--- config.mk ---
export PLATFORM = sky130hd
export DESIGN_NAME = mem_port_arbiter
export DESIGN_NICKNAME = d
export VERILOG_FILES = /design/src/rtl/mem_port_arbiter.sv
export SDC_FILE = /design/constraint.sdc
export NUM_CORES = 1
export LEC_CHECK = 0
export BUFFER_PORTS_ARGS = -buffer_cell sky130_fd_sc_hd__buf_2
export CELL_PAD_IN_SITES_DETAIL_PLACEMENT = 2
export CELL_PAD_IN_SITES_GLOBAL_PLACEMENT = 2
export CORE_MARGIN = 2
export CORE_UTILIZATION = 24
export CTS_CLUSTER_DIAMETER = 80
export CTS_CLUSTER_SIZE = 20
export DETAILED_ROUTE_END_ITERATION = 8
export GPL_ROUTABILITY_DRIVEN = 0
export PLACE_DENSITY = 0.92
export SLEW_MARGIN = 20
export SYNTH_ARGS = -nofsm -noshare
export SYNTH_HDL_FRONTEND = slang
export SYNTH_SLANG_ARGS = --single-unit
--- constraint.sdc ---
create_clock -name clock -period 4.7 [get_ports clock]
set_input_delay 0.235 -clock clock [delete_from_list [all_inputs] [get_ports clock]]
set_output_delay 0.235 -clock clock [all_outputs]
set_load 0.01 [all_outputs]
--- src/rtl/mem_port_arbiter.sv ---
// Two-port (fetch I / load-store D) arbiter in front of one fixed-latency memory.
// Define ARB_ROUND_ROBIN_EN for fair round robin; default is fixed priority D over I.
module mem_port_arbiter #(
  parameter int unsigned ADDR_W  = 32,
  parameter int unsigned DATA_W  = 32,
  parameter int unsigned MEM_LAT = 2
) (
  input  logic                clock,
  input  logic                reset,
  input  logic                i_req,
  input  logic [ADDR_W-1:0]   i_addr,
  output logic                i_gnt,
  output logic                i_rvalid,
  output logic [DATA_W-1:0]   i_rdata,
  input  logic                d_req,
  input  logic                d_we,
  input  logic [ADDR_W-1:0]   d_addr,
  input  logic [DATA_W-1:0]   d_wdata,
  input  logic [DATA_W/8-1:0] d_wstrb,
  output logic                d_gnt,
  output logic                d_rvalid,
  output logic [DATA_W-1:0]   d_rdata,
  output logic                m_en,
  output logic                m_we,
  output logic [ADDR_W-1:0]   m_addr,
  output logic [DATA_W-1:0]   m_wdata,
  output logic [DATA_W/8-1:0] m_wstrb,
  input  logic [DATA_W-1:0]   m_rdata,
  output logic                busy
);

  localparam int unsigned CNT_W = (MEM_LAT > 1) ? $clog2(MEM_LAT) : 1;

  typedef enum logic {
    S_IDLE,
    S_WAIT
  } state_t;

  state_t              r_state;
  state_t              w_state_nxt;
  logic [CNT_W-1:0]    r_cnt;
  logic                r_owner_d;
  logic                r_owner_we;
  logic                r_i_rvalid;
  logic                r_d_rvalid;
  logic [DATA_W-1:0]   r_i_rdata;
  logic [DATA_W-1:0]   r_d_rdata;
  logic                w_issue;
  logic                w_grant_d;
  logic                w_done;

  // Gating with reset keeps grants and strobes quiet while reset is held.
  assign w_issue = reset && (r_state == S_IDLE) && (i_req || d_req);
  assign w_done  = (r_state == S_WAIT) && (r_cnt == '0);

`ifdef ARB_ROUND_ROBIN_EN
  logic r_last_d;

  always_ff @(posedge clock or negedge reset) begin
    if (!reset) begin
      r_last_d <= 1'b1;
    end else if (w_issue) begin
      r_last_d <= w_grant_d;
    end
  end

  always_comb begin
    w_grant_d = d_req;
    if (d_req && i_req) begin
      w_grant_d = ~r_last_d;
    end
  end
`else
  always_comb begin
    w_grant_d = d_req;
  end
`endif

  always_ff @(posedge clock or negedge reset) begin
    if (!reset) begin
      r_state <= S_IDLE;
    end else begin
      r_state <= w_state_nxt;
    end
  end

  always_comb begin
    w_state_nxt = r_state;
    case (r_state)
      S_IDLE:  if (w_issue) w_state_nxt = S_WAIT;
      S_WAIT:  if (w_done)  w_state_nxt = S_IDLE;
      default: w_state_nxt = S_IDLE;
    endcase
  end

  always_comb begin
    i_gnt   = 1'b0;
    d_gnt   = 1'b0;
    m_en    = 1'b0;
    m_we    = 1'b0;
    m_addr  = '0;
    m_wdata = '0;
    m_wstrb = '0;
    busy    = (r_state == S_WAIT);
    if (w_issue) begin
      m_en = 1'b1;
      if (w_grant_d) begin
        d_gnt   = 1'b1;
        m_addr  = d_addr;
        m_we    = d_we;
        m_wdata = d_wdata;
        m_wstrb = d_wstrb;
      end else begin
        i_gnt   = 1'b1;
        m_addr  = i_addr;
      end
    end
  end

  always_ff @(posedge clock or negedge reset) begin
    if (!reset) begin
      r_cnt      <= '0;
      r_owner_d  <= 1'b1;
      r_owner_we <= 1'b0;
      r_i_rvalid <= 1'b0;
      r_d_rvalid <= 1'b0;
      r_i_rdata  <= '0;
      r_d_rdata  <= '0;
    end else begin
      r_i_rvalid <= w_done && !r_owner_d;
      r_d_rvalid <= w_done &&  r_owner_d;
      if (w_issue) begin
        r_cnt      <= CNT_W'(MEM_LAT - 1);
        r_owner_d  <= w_grant_d;
        r_owner_we <= w_grant_d && d_we;
      end else if (r_state == S_WAIT && r_cnt != '0) begin
        r_cnt <= r_cnt - 1'b1;
      end
      if (w_done && !r_owner_d) begin
        r_i_rdata <= m_rdata;
      end
      // Stores only acknowledge; the last load data stays visible on d_rdata.
      if (w_done && r_owner_d && !r_owner_we) begin
        r_d_rdata <= m_rdata;
      end
    end
  end

  assign i_rvalid = r_i_rvalid;
  assign d_rvalid = r_d_rvalid;
  assign i_rdata  = r_i_rdata;
  assign d_rdata  = r_d_rdata;

endmodule
# Word-level counts from Yosys, hierarchy flattened
# Cells that the tools add are included.
[op_classes]
reduce_logical = 12
order_cmp = 0
shifts = 0
add_sub_neg = 1
bitwise_logic = 2
mux = 17
div_mod_pow = 0
mul = 0
n_eq_ne = 0
[ops]
columns = ["cell", "n"]
rows = [
  ["$mux 32", 4],
  ["$mux 1", 10],
  ["$logic_and 1x1->1", 8],
  ["$mux 4", 2],
  ["$logic_not 1->1", 2],
  ["$not 1->1", 2],
  ["$pmux 1 s2", 1],
  ["$reduce_bool 2->1", 1],
  ["$logic_or 1x1->1", 1],
  ["$sub 1x1->1 const B", 1],
]
[word_totals]
inputBits = 137
n_memories = 0
ram_bits = 0
wordCells = 40
ff_bits = 70
rom_bits = 0
latch_bits = 0
output_inout_bits = 139

# Logic depth before layout (Yosys ltp)
# Gate-level depths: netlist (run 1).
[logic_depth]
word_depth = 5
mapped_depth = 5
depth_no_buf = 3

# Worst setup path after synthesis (run 1)
# OpenSTA, ideal clock, no wires.
[synth_path]
kind = "reg-to-reg"
from = "register r_owner_d"
to = "register r_d_rdata[0] (netlist: d_rdata[0])"
path_slack_ns = 3.166
arrival_ns = 1.409
stages_incl_launch_ff = 6
synth_period_minus_slack_ns = 1.534
setup_ns = 0.125
path_cell_list = "dfstp_2 -> and3b_1 -> nor2b_1 -> buf_6 -> buf_6 -> mux2_4"
[synth_between]
elab_chain_len = 2
[synth_rtl]
columns = ["item", "line_no", "rtl"]
rows = [
  ["start: declaration", "42", "logic r_owner_d;"],
  ["start signal: assignment", "134", "r_owner_d <= w_grant_d;"],
  ["$logic_and 1x1->1 (2 in series)", "143", "if (w_done && r_owner_d && !r_owner_we) begin"],
  ["end signal: assignment", "144", "r_d_rdata <= m_rdata;"],
  ["end: declaration", "47", "logic [DATA_W-1:0] r_d_rdata;"],
]
# Every way passes these cells.
# A chain may end at the register's enable or synchronous reset.

# Worst setup path in the final report (run 1)
[layout_path]
from = "input port reset"
to = "output port m_addr[25]"
[layout_between]
elab_chain_len = 3
[layout_rtl]
columns = ["item", "line_no", "rtl"]
rows = [
  ["start: declaration", "9", "input logic reset,"],
  ["$logic_and 1x1->1 (2 in series)", "53", "assign w_issue = reset && (r_state == S_IDLE) && (i_req || d_req);"],
  ["$mux 32", "105", "if (w_issue) begin"],
  ["end: declaration", "25", "output logic [ADDR_W-1:0] m_addr,"],
]
# Every way passes these cells.

==> results of run 1 <==
[where the power goes]
part	internal, mW	switching, mW
clock network	0.471	0.265
logic	0.709	0.644
registers	0.912	0.209
total	2.09	1.12
[cell type report]
type / instances / share of cell area, %
multi-input combinational: 212 / 31.3
clock buffer: 9 / 4.15
inverter: 2 / 0.138
tap: 184 / 4.24
sequential: 70 / 32.3
timing repair buffer: 279 / 25.9
clock inverter: 7 / 1.89
[flip-flops by register name, summed over array words and instances (netlist names)]
name	flops
d_rdata	32
r_owner_we	1
i_rdata	32
d_rvalid	1
busy	1
r_cnt	1
r_owner_d	1
i_rvalid	1
[metal layers]
| layer | track usage (%) | vias to the layer above | wire length, um | share of wire, % |
|---|---|---|---|---|
| met4 | 4.27 | 2 | 154 | 1.1 |
| met2 | 33.3 | 173 | 7620 | 53 |
| met3 | 4.59 | 14 | 989 | 6.9 |
| li1 | - | 1611 | - | - |
| met1 | 19.2 | 1740 | 5480 | 38 |
| met5 | 0 | - | 16 | 0.11 |
[kinds of logic after synthesis]
family	Yosys count
and+or+nand+nor	111
DFF	70
muxes	64
AOI/OAI and AO/OA	37
buffers and inverters	31
[cell usage in the layout, fill, tap and decap left out]
cell type and n:
sky130_fd_sc_hd__a21oi_1 33, sky130_fd_sc_hd__clkinv_4 1, sky130_fd_sc_hd__nand3b_1 32, sky130_fd_sc_hd__inv_6 3, sky130_fd_sc_hd__nor2b_4 2, sky130_fd_sc_hd__dfrtp_1 69, sky130_fd_sc_hd__buf_4 4, sky130_fd_sc_hd__o21ai_0 2
sky130_fd_sc_hd__dfstp_2 1, sky130_fd_sc_hd__bufinv_16 2, sky130_fd_sc_hd__inv_1 2, sky130_fd_sc_hd__buf_2 275, sky130_fd_sc_hd__nand2b_2 1, sky130_fd_sc_hd__clkbuf_16 9, sky130_fd_sc_hd__clkinvlp_4 1, sky130_fd_sc_hd__nor2_1 1
sky130_fd_sc_hd__and2_1 1, sky130_fd_sc_hd__a21o_1 2, sky130_fd_sc_hd__and3b_1 1, sky130_fd_sc_hd__nor3b_4 1, sky130_fd_sc_hd__mux2_4 30, sky130_fd_sc_hd__nand2_1 35, sky130_fd_sc_hd__mux2_2 34, sky130_fd_sc_hd__and3_1 37
[path summary, 6_finish.rpt]
path                                    startpoint                 endpoint  cells past startpoint
max in group asynchronous                    reset  d_rdata[29]$_DFFE_PN0P_                      2
setup reg to reg                    busy$_DFF_PN0_  d_rdata[12]$_DFFE_PN0P_                      4
min in group clock                     m_rdata[14]  d_rdata[14]$_DFFE_PN0P_                      2
setup / recovery                             reset               m_addr[25]                      5
hold reg to reg            i_rdata[12]$_DFFE_PN0P_  i_rdata[12]$_DFFE_PN0P_                      1
hold / removal                               reset  d_rdata[17]$_DFFE_PN0P_                      2
[metrics by stage]
step                      worst slack, ns  hold slack, ns
after floorplan                      3.17         -0.0606
after global placement               2.08           0.480
after detailed placement             1.77           0.488
after CTS                            1.78           0.139
after global routing                 2.05           0.149
final                                2.36           0.124
==> out/summary.log, run 1 <==
qor: status.status finished clean
qor: timing.max_freq 0.427 GHz
qor: clock_network.cts_htree_levels 3
qor: worst_setup_path.timing.critical_path.fanout_max 72
qor: synthesis.synth-adder-area-share 0%
qor: drt.drt_initial_violations 88
qor: die.coreArea 14,600 um^2
qor: layout.total_area_of_multi_input_combinational_cells 1700 um^2
qor: timing.setup-tns-final 0 ns
qor: synthesis.yosys.cell_count.top_type sky130_fd_sc_hd__dfrtp_1
qor: synthesis.ys.warnings.count 0
qor: clock_network.cts_inserted_buffers 9
qor: synthesis.synth_cell_type_count 21
qor: timing.worst_slew_pin_slew 0.887 ns
qor: global_routing.grt_start_max_net_pins 106
qor: clock_network.ctsResizeCount 0
qor: synthesis.muxShareOfSynthArea 23.2%
qor: synthesis.post_synth_xor_area_fraction 0%
qor: clock_network.cts_tree done
qor: placed_design.placed_insts 747
qor: run.cap_viol_max_count 0
qor: synthesis.synthDominantAreaCellType sky130_fd_sc_hd__dfrtp_1
qor: power_and_ir_drop.p_leak 2.98 nW
qor: timing.finalSetupViolations 0
qor: synthesis.postSynth.topFlopCell sky130_fd_sc_hd__dfrtp_1
qor: timing.period_minus_slack 2.34 ns
qor: global_routing.track_usage 17.5%
qor: layout.finalInstanceArea 5430 um^2
qor: clock_network.ctsHoldBuffers 0
qor: synthesis.synth_edf_count 0
qor: layout.register_cell_area_after_layout 1750 um^2
qor: power_and_ir_drop.post-layout-total-power 3.21 mW
qor: drt.wl_per_cell 18.7 um
qor: power_and_ir_drop.irDropWorstVdd 0.000176 V
qor: synthesis.synth.yosys.seq_area_share 48.9%
qor: placed_design.hpwl 11,100 um
qor: timing.setup_repair_after_global_routing_missed_its_margin false
qor: clock_network.cts_num_sinks 70
qor: worst_setup_path.timing.critical_path.arrival 2.10 ns
qor: timing.slew_violations 0
qor: worst_setup_path.worst-setup-path-type in2out
qor: timing.timing.max_slew.rel_slack 40.9%
qor: synthesis.mappedNetlistArea 3590 um^2
qor: drt.drt.antenna.violating_nets 0
qor: worst_setup_path.crit_path_max_incr_delay 0.68 ns
qor: layout.area_delta_synth_final 51.2%
qor: die.start_util 24.6%
qor: layout.post_route_cells_drive_above_1_share 62.9%
qor: global_routing.via_count_of_the_first_global_routing_pass 3,920
qor: synthesis.synth_largest_type_area_fraction 48.1%
qor: drt.viasPerCell 4.64
qor: drt.drt_pass1_iterations 5
qor: timing.clock_skew 0.00772 ns
qor: layout.final.fill_count 1,628
qor: global_routing.grt_pass1_wl 22,100 um
qor: worst_setup_path.timing.critical_path.from_type input port
qor: placed_design.place_area 5090 um^2
qor: synthesis.avgSynthCellArea 11.5 um^2
qor: worst_setup_path.critPathSlowestCell sky130_fd_sc_hd__buf_4
qor: synthesis.synth_top_cells_by_area sky130_fd_sc_hd__dfrtp_1 48%, sky130_fd_sc_hd__mux2_4 13%, sky130_fd_sc_hd__mux2_2 11%
qor: global_routing.initial_antenna_violation_count 1
qor: die.floorplan.die.width 126 um
qor: synthesis.synth.net_count 450
qor: layout.diodes 0
qor: synthesis.asyncSetResetFlopFracSynth 100%
qor: layout.nets 711
qor: clock_network.post_cts_buffers 0
qor: worst_setup_path.crit_buf_inv 3
qor: layout.finish.cell_count_without_fillers 763
qor: global_routing.globalRoute.totalOverflow 0
qor: drt.route.final.wire_length 14,300 um
qor: clock_network.clkSlewWorstSetupHoldPaths 0.06 ns
qor: worst_setup_path.cell_by_cell_listing_of_the_critical_path buf_2, buf_4, nand2b_2, a21oi_1, buf_2
qor: synthesis.yosys.area_share.simple 18.2%
qor: worst_setup_path.path_delay_family buffers and inverters
qor: timing.hold_viol_final 0
qor: worst_hold_path.worstHoldPathType in2async
qor: synthesis.synth_cells 313
qor: die.top_level_ports 276
qor: clock_network.clkLatencyLatePin 0.33 ns
qor: layout.final_core_utilization 37.2%
qor: clock_network.cts_max_path_buffers 2
qor: worst_setup_path.worstSetupEndpointType output pin
qor: die.die_extent_in_y 126 um
qor: synthesis.synth_top_family_by_area multiplexers
qor: synthesis.ys_seq_elements 70
qor: worst_setup_path.crit_top_cell sky130_fd_sc_hd__buf_2
qor: drt.routed-via-count 3,540
qor: worst_setup_path.regToRegSetupSlack 2.51 ns
qor: placed_design.port_buffers 275
qor: power_and_ir_drop.power_density 591 nW/um^2
qor: die.rows 44
qor: die.die_area 15,900 um^2
qor: synthesis.synth_common_cells 69 x sky130_fd_sc_hd__dfrtp_1, 37 x sky130_fd_sc_hd__and3_1, 35 x sky130_fd_sc_hd__nand2_1
qor: clock_network.ctsRootBufferMaster sky130_fd_sc_hd__clkbuf_16
qor: synthesis.synth_compound_area_share 5.30%
qor: timing.final.period_utilization 49.8%
qor: drt.drcViolationCount 0
qor: worst_setup_path.required_arrival_time_at_the_worst_endpoint 4.47 ns
(Power assumes the default switching activity.)
==> inputs of run 2 (changes only) <==
CORE_UTILIZATION = 20   (was 24)
PLACE_DENSITY = 0.82   (was 0.92)
clock period = 2.1 ns   (was 4.7 ns; I/O delays follow)
==> run 2 against run 1 <==
Against the previous run:
- highest routed layer is now met4
- via count down 0.48%
- clock skew about the same
- first-iteration DRC count down 40%
- register-to-register slack worse by 2.1 ns
- largest power group unchanged
- wire length down 2.4%
- combinational power up 130%
- critical endpoint is now m_wdata[6]
==> out/summary.log, run 2 (synthesis gave the netlist of run 1 again) <==
qor: status.status finished clean
qor: timing.clock_skew 0.00783 ns [+0.000117 ns]
qor: worst_setup_path.crit_path_max_incr_delay 0.57 ns [-0.11 ns]
qor: timing.finalSetupViolations 0 [unchanged]
qor: worst_setup_path.required_arrival_time_at_the_worst_endpoint 2.00 ns [-2.47 ns]
qor: layout.post_route_cells_drive_above_1_share 62.8% [about the same]
qor: worst_setup_path.regToRegSetupSlack 0.42 ns [-2.09 ns]
qor: worst_setup_path.timing.critical_path.fanout_max 36 [-50%]
qor: global_routing.met3_usage 4.53% [-0.056 points]
qor: layout.area_delta_synth_final 53.8%
qor: worst_setup_path.r2r_cells 4 [unchanged]
qor: worst_setup_path.critPathSlowestCell sky130_fd_sc_hd__dlygate4sd3_1
qor: global_routing.via_count_of_the_first_global_routing_pass 3,871 [-1.3%]
qor: worst_setup_path.worst-setup-path-type in2out
qor: timing.timing.max_slew.rel_slack 43.7% [+2.8 points]
qor: power_and_ir_drop.power_density 1280 nW/um^2 [+120%]
qor: worst_setup_path.regToRegEndpoint d_rdata[28]$_DFFE_PN0P_
qor: global_routing.met1_usage 15.2% [-4.0 points]
qor: placed_design.place_area 5200 um^2 [+2.1%]
qor: clock_network.cts_inserted_buffers 9 [unchanged]
qor: die.start_util 20.6% [-4.0 points]
qor: worst_setup_path.timing.critical_path.from_type input port
qor: layout.layout.cells.most_common sky130_fd_sc_hd__buf_2
qor: global_routing.grt_start_max_net_pins 67 [-37%]
qor: clock_network.cts_max_path_buffers 2 [unchanged]
qor: drt.routed-via-count 3,523 [-0.48%]
qor: die.floorplan.die.width 138 um [+9.2%]
qor: worst_setup_path.timing.critical_path.arrival 1.80 ns [-0.30 ns]
qor: layout.final.fill_count 1,976 [+21%]
qor: global_routing.grt_pass1_wl 20,500 um [-7.0%]
qor: worst_setup_path.cell_by_cell_listing_of_the_critical_path dlygate4sd3_1, buf_4, nor2b_2, buf_4, and3_1, buf_2
qor: clock_network.clkSlewWorstSetupHoldPaths 0.06 ns [about the same]
qor: timing.worst_slack 0.193 ns [-2.17 ns]
qor: clock_network.cts_tree done
qor: timing.timing.hold.ws 0.0208 ns [-0.103 ns]
qor: timing.hold_viol_final 0 [unchanged]
qor: die.die_extent_in_y 138 um [+9.2%]
qor: timing.setup-tns-final 0 ns [unchanged]
qor: drt.viasPerCell 4.35 [-6.1%]
qor: power_and_ir_drop.irDropWorstVdd 0.000661 V [+280%]
qor: drt.wl_per_cell 17.2 um [-7.9%]
qor: clock_network.post_cts_buffers 0 [unchanged]
qor: die.rows 48 [+9.1%]
qor: global_routing.grt_most_used_layer met2
qor: layout.nets 716 [+0.70%]
qor: clock_network.ctsResizeCount 0 [unchanged]
qor: timing.setup_repair_after_global_routing_missed_its_margin false
qor: worst_hold_path.whs_endpoint d_rdata[19]$_DFFE_PN0P_
qor: drt.drt.antenna.violating_nets 0 [unchanged]
qor: placed_design.hpwl 11,000 um [-0.67%]
qor: clock_network.cts_htree_levels 3 [unchanged]
qor: worst_hold_path.worstHoldPathType in2reg
qor: power_and_ir_drop.power.internal 4.65 mW [+120%]
qor: run.cap_viol_max_count 0 [unchanged]
qor: global_routing.track_usage 14.0% [-3.5 points]
qor: worst_setup_path.worst_r2r_startpoint r_owner_d$_DFFE_PN1P_
qor: die.die_area 19,000 um^2 [+19%]
qor: worst_setup_path.crit_top_cell sky130_fd_sc_hd__buf_4
qor: layout.finalInstanceArea 5520 um^2 [+1.7%]
qor: drt.drt_pass1_iterations 4 [-1]
qor: power_and_ir_drop.post-layout-total-power 7.09 mW [+120%]
qor: timing.slew_violations 0 [unchanged]
qor: drt.route.final.wire_length 13,900 um [-2.4%]
qor: placed_design.detailedPlace.worstSlack 0.398 ns [-1.37 ns]
qor: clock_network.clkLatencyLatePin 0.33 ns [about the same]
qor: power_and_ir_drop.power_switching_share 34.4% [-0.44 points]
qor: clock_network.ctsHoldBuffers 1 [+1]
qor: timing.period_minus_slack 1.91 ns
qor: die.top_level_ports 276 [unchanged]
qor: layout.layout_common_cells 274 x sky130_fd_sc_hd__buf_2, 69 x sky130_fd_sc_hd__dfrtp_1, 37 x sky130_fd_sc_hd__and3_1
qor: die.coreArea 17,400 um^2 [+19%]
qor: power_and_ir_drop.combPwrFrac 43.3% [+1.2 points]
qor: clock_network.cts_num_sinks 70 [unchanged]
qor: drt.drt_initial_violations 53 [-40%]
qor: power_and_ir_drop.p_leak 3.00 nW [+0.70%]
qor: clock_network.ctsRootBufferMaster sky130_fd_sc_hd__clkbuf_16
qor: global_routing.globalRouteMet2Util 26.0% [-7.3 points]
qor: timing.max_freq 0.524 GHz
qor: worst_hold_path.hold_path_depth 2
qor: placed_design.port_buffers 275 [unchanged]
qor: layout.diodes 0 [unchanged]
qor: worst_hold_path.min-delay-start m_rdata[19]
qor: global_routing.initial_antenna_violation_count 0 [-1]
qor: power_and_ir_drop.p_seq_share 34.9% [about the same]
qor: global_routing.globalRoute.totalOverflow 0 [unchanged]
qor: power_and_ir_drop.switchingPower 2.44 mW [+120%]
qor: power_and_ir_drop.power.clock.fraction 21.9% [-1.0 points]
qor: drt.drcViolationCount 0 [unchanged]
qor: worst_setup_path.worstSetupEndpointType output pin
qor: timing.final.period_utilization 90.8%
qor: timing.worst_slew_pin_slew 0.845 ns [-0.0416 ns]
==> run 2: worst max-delay path by stage <==
stage / start / endpoint / slack (ns) / depth (start not counted)
floorplan: r_owner_d$_DFFE_PN1P_ / d_rdata[0]$_DFFE_PN0P_ / 0.57 / 5
detailed placement: r_owner_d$_DFFE_PN1P_ / d_rdata[28]$_DFFE_PN0P_ / 0.40 / 4
CTS: reset / m_wdata[0] / 0.15 / 6
global placement: r_owner_d$_DFFE_PN1P_ / d_rdata[27]$_DFFE_PN0P_ / 0.41 / 4
global route: reset / m_wdata[6] / 0.05 / 6
finish: reset / m_wdata[6] / 0.19 / 6
==> run 2: critical path: cells and delay by family <==
kind          cells  cell delay, ns
buf+inv           4            1.22
simple gates      2            0.46
==> run 2: layout make-up <==
type	instances	area (um^2)	share of cell area (%)
Timing Repair Buffer	284	1470	26.7
Multi-Input combinational cell	212	1690	30.7
Inverter	2	7.51	0.136
Clock buffer	11	253	4.58
Sequential cell	70	1750	31.8
Tap cell	225	282	5.10
Clock inverter	5	56.3	1.02
==> run 2: power groups by stage <==
| stage | logic, mW | clock network [mW] | registers (mW) |
|---|---|---|---|
| CTS | 3.14 | 1.60 | 2.48 |
| detailed placement | 3.12 | 0 | 2.48 |
| global route | 3.35 | 1.65 | 2.55 |
| floorplan | 1.49 | 0 | 2.71 |
| finish | 3.07 | 1.55 | 2.47 |
| global placement | 2.98 | 0 | 2.42 |
==> run 2: stage by stage <==
| step | instances | utilization, % |
|---|---|---|
| final | 809 | 31.7 |
| after global routing | 809 | 31.7 |
| after CTS | 809 | 31.7 |
| after detailed placement | 792 | 29.8 |
| after global placement | 792 | 29.8 |
| after floorplan | 313 | - |
==> run 2: routing by layer <==
metal,vias up,share of wire (%)
met5,-,0
met4,0,1.3
met3,14,8.4
met2,173,52
met1,1713,38
li1,1623,-
==> inputs of run 3 (changes only) <==
ABC_AREA = 1   (was unset)
CORE_UTILIZATION = 17   (was 20)
PLACE_DENSITY = 0.8   (was 0.82)
==> run 3 against run 2 <==
Against the previous run:
- combinational power increased by 5%
- via count increased by 24%
- design area increased by 4.3%
- total power decreased by 0.91%
- sequential power decreased by 2%
- die area increased by 16%
==> out/summary.log, run 3 <==
qor: status.status finished clean
qor: die.rows 52 [+8.3%]
qor: layout.diodes 0 [unchanged]
qor: clock_network.cts_num_sinks 70 [unchanged]
qor: synthesis.synth_cells 489 [+56%]
qor: global_routing.globalRoute.totalOverflow 0 [unchanged]
qor: drt.wl_per_cell 15.8 um [-8.0%]
qor: die.coreArea 20,400 um^2 [+17%]
qor: timing.clock_skew 0.00344 ns [-0.00439 ns]
qor: worst_hold_path.min-delay-start m_rdata[29]
qor: worst_hold_path.whs_endpoint i_rdata[29]$_DFFE_PN0P_
qor: synthesis.muxShareOfSynthArea 0% [-23 points]
qor: worst_setup_path.timing.critical_path.arrival 1.77 ns [-0.03 ns]
qor: drt.routed-via-count 4,370 [+24%]
qor: timing.max_freq 0.532 GHz [+1.5%]
qor: synthesis.yosys.cell_count.top_type sky130_fd_sc_hd__nand2_1
qor: power_and_ir_drop.combPwrFrac 45.6% [+2.3 points]
qor: global_routing.track_usage 15.3% [+1.3 points]
qor: clock_network.clkLatencyLatePin 0.34 ns [about the same]
qor: placed_design.port_buffers 275 [unchanged]
qor: synthesis.synth_top_family_by_area simple AND/OR/NAND/NOR gates
qor: drt.viasPerCell 4.13 [-5.2%]
qor: timing.slew_violations 0 [unchanged]
qor: timing.hold_viol_final 0 [unchanged]
qor: synthesis.ys.warnings.count 0 [unchanged]
qor: synthesis.synth_common_cells 230 x sky130_fd_sc_hd__nand2_1, 69 x sky130_fd_sc_hd__dfrtp_1, 43 x sky130_fd_sc_hd__inv_1
qor: global_routing.grt_pass1_wl 26,400 um [+29%]
qor: timing.final.period_utilization 89.5% [-1.3 points]
qor: die.die_area 22,100 um^2 [+16%]
qor: synthesis.synth_largest_type_area_fraction 48.5% [+0.37 points]
qor: drt.drcViolationCount 0 [unchanged]
qor: die.start_util 17.5% [-3.1 points]
qor: run.cap_viol_max_count 0 [unchanged]
qor: timing.worst_slack 0.222 ns [+0.0283 ns]
qor: drt.route.final.wire_length 16,800 um [+20%]
qor: clock_network.cts_inserted_buffers 9 [unchanged]
qor: worst_hold_path.hold_path_depth 3 [+1]
qor: synthesis.asyncSetResetFlopFracSynth 100% [unchanged]
qor: global_routing.grt_start_max_net_pins 62 [-7.5%]
qor: drt.drt_initial_violations 195 [+270%]
qor: drt.drt.antenna.violating_nets 0 [unchanged]
qor: worst_setup_path.worst-setup-path-type in2out
qor: placed_design.detailedPlace.worstSlack 0.589 ns [+0.191 ns]
qor: die.floorplan.die.width 149 um [+7.8%]
qor: timing.timing.max_slew.rel_slack 45.0% [+1.3 points]
qor: die.die_extent_in_y 149 um [+7.8%]
qor: die.top_level_ports 276 [unchanged]
qor: worst_setup_path.timing.critical_path.from_type input port
qor: worst_setup_path.timing.critical_path.fanout_max 38 [+5.6%]
qor: layout.layout_common_cells 274 x sky130_fd_sc_hd__buf_2, 230 x sky130_fd_sc_hd__nand2_1, 69 x sky130_fd_sc_hd__dfrtp_1
qor: clock_network.clkSlewWorstSetupHoldPaths 0.05 ns [about the same]
qor: synthesis.synth.yosys.seq_area_share 49.2% [+0.38 points]
qor: synthesis.synth_top_cells_by_area sky130_fd_sc_hd__dfrtp_1 49%, sky130_fd_sc_hd__nand2_1 24%, sky130_fd_sc_hd__nand4_1 5.8%
qor: layout.final.fill_count 2,450 [+24%]
qor: timing.finalSetupViolations 0 [unchanged]
qor: synthesis.synth_cell_type_count 18 [-14%]
qor: synthesis.synth-adder-area-share 0% [unchanged]
qor: clock_network.ctsRootBufferMaster sky130_fd_sc_hd__clkbuf_16
qor: worst_setup_path.worstSetupEndpointType output pin
qor: layout.layout.cells.most_common sky130_fd_sc_hd__buf_2
qor: synthesis.synthDominantAreaCellType sky130_fd_sc_hd__dfrtp_1
qor: layout.area_delta_synth_final 61.6%
qor: synthesis.synth_edf_count 0 [unchanged]
qor: worst_setup_path.required_arrival_time_at_the_worst_endpoint 2.00 ns [about the same]
qor: power_and_ir_drop.irDropWorstVdd 0.000395 V [-40%]
qor: worst_hold_path.worstHoldPathType in2reg
qor: synthesis.yosys.area_share.simple 34.9% [+17 points]
qor: power_and_ir_drop.switchingPower 3.03 mW [+24%]
qor: clock_network.cts_htree_levels 3 [unchanged]
qor: synthesis.ys_seq_elements 70 [unchanged]
qor: timing.worst_slew_pin_slew 0.826 ns [-0.0195 ns]
qor: worst_setup_path.r2r_cells 5 [+1]
qor: layout.register_cell_area_after_layout 1750 um^2 [unchanged]
qor: clock_network.post_cts_buffers 0 [unchanged]
qor: clock_network.cts_tree done
qor: worst_setup_path.worst_r2r_startpoint r_owner_d$_DFFE_PN1P_
qor: layout.total_area_of_multi_input_combinational_cells 1450 um^2 [-14%]
qor: placed_design.hpwl 12,300 um [+12%]
qor: synthesis.mappedNetlistArea 3560 um^2 [-0.77%]
qor: timing.setup_repair_after_global_routing_missed_its_margin false
qor: synthesis.post_synth_xor_area_fraction 0% [unchanged]
qor: synthesis.synth_compound_area_share 5.83% [+0.53 points]
qor: layout.nets 920 [+28%]
qor: synthesis.synth.net_count 626 [+39%]
qor: synthesis.postSynth.topFlopCell sky130_fd_sc_hd__dfrtp_1
qor: global_routing.via_count_of_the_first_global_routing_pass 4,840 [+25%]
qor: global_routing.initial_antenna_violation_count 0 [unchanged]
qor: drt.drt_pass1_iterations 4 [unchanged]
qor: synthesis.avgSynthCellArea 7.28 um^2 [-36%]
qor: clock_network.cts_max_path_buffers 2 [unchanged]
qor: power_and_ir_drop.power_switching_share 43.1% [+8.7 points]
qor: worst_setup_path.regToRegSetupSlack 0.65 ns [+0.23 ns]
qor: worst_setup_path.regToRegEndpoint d_rdata[28]$_DFFE_PN0P_
qor: timing.period_minus_slack 1.88 ns [-0.0283 ns]
qor: layout.post_route_cells_drive_above_1_share 40.5% [-22 points]
qor: power_and_ir_drop.power.internal 4.00 mW [-14%]
qor: power_and_ir_drop.power.clock.fraction 20.0% [-1.9 points]
qor: power_and_ir_drop.power_density 1220 nW/um^2 [-5.0%]
qor: timing.setup-tns-final 0 ns [unchanged]
qor: power_and_ir_drop.p_leak 3.46 nW [+15%]
qor: power_and_ir_drop.p_seq_share 34.3% [-0.6 points]
-- run 3: kinds of logic (layout without fill, tap and decap cells) --
| logic type | Yosys count | in the layout |
|---|---|---|
| buf+inv | 80 | 379 |
| compound gates | 34 | 34 |
| flops | 70 | 70 |
| simple gates | 305 | 305 |
-- run 3: area by class of cell --
type	instances	area share, %
clock buffers	12	4.28
clock inverters	4	0.391
inverters	46	3.00
multi-input cells	339	25.3
flip-flops and latches	70	30.5
well taps	270	5.87
repair buffers	317	30.7
-- run 3: critical path, stage by stage --
cell and delay, ns:
sky130_fd_sc_hd__dlygate4sd3_1 0.56, sky130_fd_sc_hd__buf_4 0.20, sky130_fd_sc_hd__nand3_1 0.10, sky130_fd_sc_hd__buf_4 0.35
sky130_fd_sc_hd__inv_1 0.12, sky130_fd_sc_hd__nand2_1 0.13, sky130_fd_sc_hd__inv_1 0.05, sky130_fd_sc_hd__buf_2 0.14
-- run 3: worst max-delay path by stage --
| stage | startpoint | end |
|---|---|---|
| floorplan | busy$_DFF_PN0_ | m_wdata[22] |
| global placement | busy$_DFF_PN0_ | m_we |
| detailed placement | busy$_DFF_PN0_ | m_we |
| CTS | reset | m_we |
| global route | reset | m_we |
| finish | reset | m_we |
-- run 3: through the flow --
| stage | utilization, % | hold WS [ns] | cells | instance area [um^2] | total power, mW |
|---|---|---|---|---|---|
| global placement | 25.5 | -0.0408 | 1013 | 5190 | 5.49 |
| global route | 28.3 | 0.0207 | 1058 | 5750 | 7.62 |
| finish | 28.3 | 0.00982 | 1058 | 5750 | 7.02 |
| CTS | 28.3 | 0.00290 | 1058 | 5750 | 7.13 |
| detailed placement | 25.5 | -0.0397 | 1013 | 5190 | 5.60 |
| floorplan | - | -0.191 | 489 | 3560 | 4.08 |
-- run 3: routing by layer --
| layer | share of wire, % | GRT usage, % | vias up |
|---|---|---|---|
| met5 | 0 | 0 | - |
| met4 | 1.6 | 3.90 | 0 |
| met3 | 6.2 | 3.80 | 22 |
| met2 | 51 | 27.4 | 172 |
| met1 | 42 | 18.2 | 2082 |
| li1 | - | - | 2094 |
-- run 3: timing repair --
action,CTS,global route
hold endpoints to repair,37,0
gates resized for setup,0,0
hold buffers,29,0
-- run 3: power by group through the flow --
| stage | combinational, mW | sequential, mW | clock [mW] |
|---|---|---|---|
| 3_5_place_dp | 3.18 | 2.42 | 0 |
| 4_1_cts | 3.25 | 2.41 | 1.47 |
| 6_report | 3.21 | 2.41 | 1.41 |
| 5_1_grt | 3.61 | 2.51 | 1.51 |
| 2_1_floorplan | 1.40 | 2.67 | 0 |
| 3_3_place_gp | 3.08 | 2.41 | 0 |
